**src/rtl/s9234_n901_frame.sv**
```systemverilog
// Frame stage feeding the s9234 n901 cone: phase FSM, data chain, status/control
// registers and a start/done/ack result handshake. Optional history: S9234_N901_HIST_EN.
module s9234_n901_frame #(
  parameter int NSHIFT = 8
) (
  input  logic       CK,
  input  logic       RST,
  input  logic       start,
  input  logic       ack,
  input  logic [7:0] din,
  input  logic [5:0] sin,
  input  logic [3:0] cin,
  input  logic       n901,
  output logic       g301,
  output logic       g306,
  output logic       g310,
  output logic       g314,
  output logic       g49,
  output logic       g54,
  output logic       g59,
  output logic       g64,
  output logic       g69,
  output logic       g74,
  output logic       g79,
  output logic       g84,
  output logic       g338,
  output logic       g341,
  output logic       g345,
  output logic       g349,
  output logic       g353,
  output logic       g357,
  output logic       g323,
  output logic       g332,
  output logic       g361,
  output logic       g374,
  output logic       busy,
  output logic       done,
  output logic [7:0] result,
  output logic [3:0] hist
);

  // One-hot phase codes; all-zero is IDLE so the cone's zero decode means idle
  typedef enum logic [3:0] {
    IDLE  = 4'b0000,
    LOAD  = 4'b0001,
    SHIFT = 4'b0010,
    EVAL  = 4'b0100,
    DONE  = 4'b1000
  } phase_t;

  localparam logic [3:0] LAST = 4'(NSHIFT - 1);

  phase_t     phase;
  phase_t     phase_next;
  logic [7:0] d;
  logic [5:0] s;
  logic [3:0] c;
  logic [3:0] cnt;

  always_ff @(posedge CK or posedge RST) begin
    if (RST) phase <= IDLE;
    else     phase <= phase_next;
  end

  // Unlisted codes fall through to the IDLE default
  always_comb begin
    phase_next = IDLE;
    case (phase)
      IDLE:  phase_next = start ? LOAD : IDLE;
      LOAD:  phase_next = SHIFT;
      SHIFT: phase_next = (cnt == LAST) ? EVAL : SHIFT;
      EVAL:  phase_next = DONE;
      DONE:  phase_next = ack ? IDLE : DONE;
      default: phase_next = IDLE;
    endcase
  end

  always_ff @(posedge CK or posedge RST) begin
    if (RST) begin
      d   <= '0;
      s   <= '0;
      c   <= '0;
      cnt <= '0;
    end else begin
      case (phase)
        LOAD: begin
          d   <= din;
          s   <= sin;
          c   <= cin;
          cnt <= '0;
        end
        SHIFT: begin
          d   <= {d[6:0], n901};
          cnt <= cnt + 4'd1;
        end
        default: ;
      endcase
    end
  end

`ifdef S9234_N901_HIST_EN
  logic [3:0] hist_q;

  // History survives across runs; only reset clears it
  always_ff @(posedge CK or posedge RST) begin
    if (RST)                hist_q <= '0;
    else if (phase == EVAL) hist_q <= {hist_q[2:0], n901};
  end

  assign hist = hist_q;
`else
  assign hist = 4'b0000;
`endif

  assign {g314, g310, g306, g301} = phase;
  assign {g84, g79, g74, g69, g64, g59, g54, g49} = d;
  assign {g357, g353, g349, g345, g341, g338} = s;
  assign {g374, g361, g332, g323} = c;

  assign busy   = (phase == LOAD) || (phase == SHIFT) || (phase == EVAL);
  assign done   = (phase == DONE);
  assign result = done ? d : 8'h00;

endmodule
```
**config.mk**
```make
export PLATFORM = sky130hd
export DESIGN_NAME = s9234_n901_frame
export DESIGN_NICKNAME = d
export VERILOG_FILES = /design/src/rtl/s9234_n901_frame.sv
export SDC_FILE = /design/constraint.sdc
export NUM_CORES = 1
export LEC_CHECK = 0
export BUFFER_PORTS_ARGS = -buffer_cell sky130_fd_sc_hd__buf_2
export CAP_MARGIN = 20
export CORE_ASPECT_RATIO = 2
export CORE_MARGIN = 10
export CORE_UTILIZATION = 50
export CTS_CLUSTER_DIAMETER = 150
export DETAILED_ROUTE_END_ITERATION = 10
export PLACE_DENSITY = 0.84
export SYNTH_ARGS = -nofsm -noshare
export SYNTH_HDL_FRONTEND = slang
export SYNTH_SLANG_ARGS = --single-unit
```
**constraint.sdc**
```tcl
create_clock -name CK -period 3.2 [get_ports CK]
set_input_delay 0.32 -clock CK [delete_from_list [all_inputs] [get_ports CK]]
set_output_delay 0.32 -clock CK [all_outputs]
set_load 0.01 [all_outputs]
```
==> impl_metrics.ini <==
[run_status]
status = complete, no violations

[detailed_routing]
finalWirelength_um = 3370
viasPerCell = 5.29
drtPass1Iterations = 4
wire_per_inst_um = 15.9
drtIter0Drc = 23
antenna_left = 0
via_count = 1122
drc = 0

[die]
rows = 26
die_w_um = 56.4
core_area_um2 = 2540
initial_core_util_pct = 52.1
ios = 59
die_area_um2 = 5220
die_y_um = 92.7

[pwr]
power_density_nw_per_um2 = 883
peakVddDrop_mv = 0.558
switching_share_pct = 41.3
leakage_nw = 0.860
clkPwrFrac_pct = 12.5
p_sw_mw = 0.596
internal_power_mw = 0.845
combPwrFrac_pct = 45.4
seq_power_share_pct = 42.1

[timing]
rsz0062_at_grt = no
setup_viol = 0
fin_crit_sh_pct = 63.4
finalClockSkew_ps = 4.24
hold_violations = 0
timing.final.max_slew_violations = 0
fin_setup_tns_ps = 0
relSlewSlack_pct = 61.7
fmax_mhz = 493
tightest_slew_ps = 573
fin_crit_ps = 2030

[placed_design]
placed_cells = 207
gp_congestion = 0.707
io_buffers = 54
dp_hpwl_um = 2580

[global_routing]
grt_use_total_pct = 12.4
grt_pass1_vias = 1193
grt_remaining_overflow = 0
antenna_found_initial = 0
grt_start_max_net_pins = 27
grt_pass1_wl_um = 5480

[worst_setup_path]
crit_path_start_kind = register
crit_slowest_cell = dfrtp_1
cp.arrival_ps = 1710
reg2reg_setup_slack_ps = 1480
rr_worst_depth = 3
r2r-start = phase[2]$_DFF_PP0_
cp.required_ps = 2880
crit_chain = nor4b_2, and2_1, buf_2
crit_type = register to output port
cp_max_fo = 9
critPathBufInv = 1
reg2reg_to = cnt[2]$_DFFE_PP0P_
cpPeakStageDelay_ps = 550
cp_top_family = simple AND/OR/NAND/NOR gates
cp-end-kind = output port

[final_layout]
layout.cells.non_filler = 212
areaGrowthSynthToFinish_pct = 23.5
drive_gt1_share_pct = 39.7
num-nets-final = 210
fill_cells = 224
multi_input_area_um2 = 578
antenna_cells = 0
final_cell_mix = buf_2, nand2_1, dfrtp_1
layout_commonest_cell = buf_2
seq_area_um2 = 651

[clock_network]
cts_tree = yes
cts-resized-gates = 0
clk_pin_slew_ps = 80
cts_buffer_depth = 2
numCtsBuffers = 3
cts_root_buf = clkbuf_8
htreeDepth = 1
clk_latency_ps = 260
cts.sinks = 26

[job]
drv_cap = 0

[hold_path]
min_path_type = primary input to register
hold_depth = 3
whs_endpoint = s[3]$_DFFE_PP0N_
hold_path_startpoint = sin[3]

[logic_synthesis]
yosys_register_bits = 26
syn_inst = 133
ys_types = 26
syn_area_um2 = 1320
synth_area_per_cell_um2 = 9.93
yosys_warnings = 0
seq_area_frac_synth_pct = 49.2
-- synth_stat cells (all sizes together) --
cell type | n | area share, %
and2 | 8 | 3.8
mux2i | 2 | 1.5
buf | 13 | 7.6
nor3b | 2 | 1.1
dfrtp | 26 | 49
nand4 | 1 | 0.47
nand2 | 34 | 9.7
conb | 1 | 0.28
o21ai | 4 | 1.5
nor3 | 11 | 4.5
nor4b | 3 | 4.1
nand3 | 1 | 0.38
o22ai | 8 | 7.1
a211o | 1 | 0.66
a22o | 1 | 0.66
inv | 1 | 0.28
or4b | 2 | 2.1
ha | 1 | 0.95
nor2 | 12 | 3.4
xor2 | 1 | 0.66
-- per-stage QoR --
stage	area [um^2]	power [mW]	setup WS, ps	util, %	hold slack (ps)
2_1_floorplan	1330	1.05	1490	-	360
3_3_place_gp	1550	1.23	1520	61.2	455
3_5_place_dp	1550	1.27	1450	61.2	461
4_1_cts	1590	1.45	1150	62.8	233
5_1_grt	1630	1.56	958	64.3	239
6_report	1630	1.44	1170	64.3	237
-- metal layers --
layer  vias up  global-route usage (%)  wire length, um
li1        538                       -                -
met2        40                    23.6             1910
met5         -                       0                0
met4         0                    4.23               47
met1       538                    11.5             1150
met3         6                    4.79              267
-- repair_timing --
action                                 CTS  global route
setup buffers                            0             0
endpoints found under the hold margin    0             1
hold buffers                             0             1
-- logic make-up after synthesis --
logic type	count (synthesis)	synth area share, %
XOR/XNOR	1	0.663
multiplexers	2	1.52
flip-flops	26	49.2
AO/OA/AOI/OAI	14	9.94
other	1	0.284
buffers and inverters	14	7.86
adder cells (fa/ha/maj)	1	0.947
AND/OR/NAND/NOR	74	29.5
-- state kept, by name, summed over array words and instances (netlist names) --
register / count
s: 6
cnt: 4
c: 4
d: 8
phase: 4
-- worst min-delay path, stage by stage --
cell and delay (ps):
buf_2 70, nand2_1 40, nand2_1 40
-- power by group through the flow --
| stage | Clock [mW] | Combinational (mW) | Sequential (mW) |
|---|---|---|---|
| 2_1_floorplan | 0 | 0.422 | 0.630 |
| 4_1_cts | 0.185 | 0.661 | 0.607 |
| 3_5_place_dp | 0 | 0.658 | 0.614 |
| 6_report | 0.180 | 0.654 | 0.607 |
| 3_3_place_gp | 0 | 0.628 | 0.597 |
| 5_1_grt | 0.199 | 0.729 | 0.628 |
-- area by class of cell --
| class | instances | share of cell area [%] |
|---|---|---|
| Clock buffer | 3 | 2.53 |
| Inverter | 1 | 0.230 |
| Multi-Input combinational cell | 96 | 35.4 |
| Sequential cell | 26 | 39.9 |
| Tap cell | 28 | 2.15 |
| Timing Repair Buffer | 58 | 19.8 |
-- worst max-delay path by stage --
stage                       start  slack [ps]  cells past startpoint   endpoint
5_1_grt        phase[3]$_DFF_PP0_         960                      3  result[3]
3_3_place_gp   phase[3]$_DFF_PP0_        1520                      3  result[1]
4_1_cts        phase[3]$_DFF_PP0_        1150                      3  result[4]
3_5_place_dp   phase[3]$_DFF_PP0_        1450                      3  result[4]
2_1_floorplan  phase[1]$_DFF_PP0_        1490                      3  result[0]
6_report       phase[3]$_DFF_PP0_        1170                      3  result[4]
No activity file was read; power rests on OpenSTA's default activity.
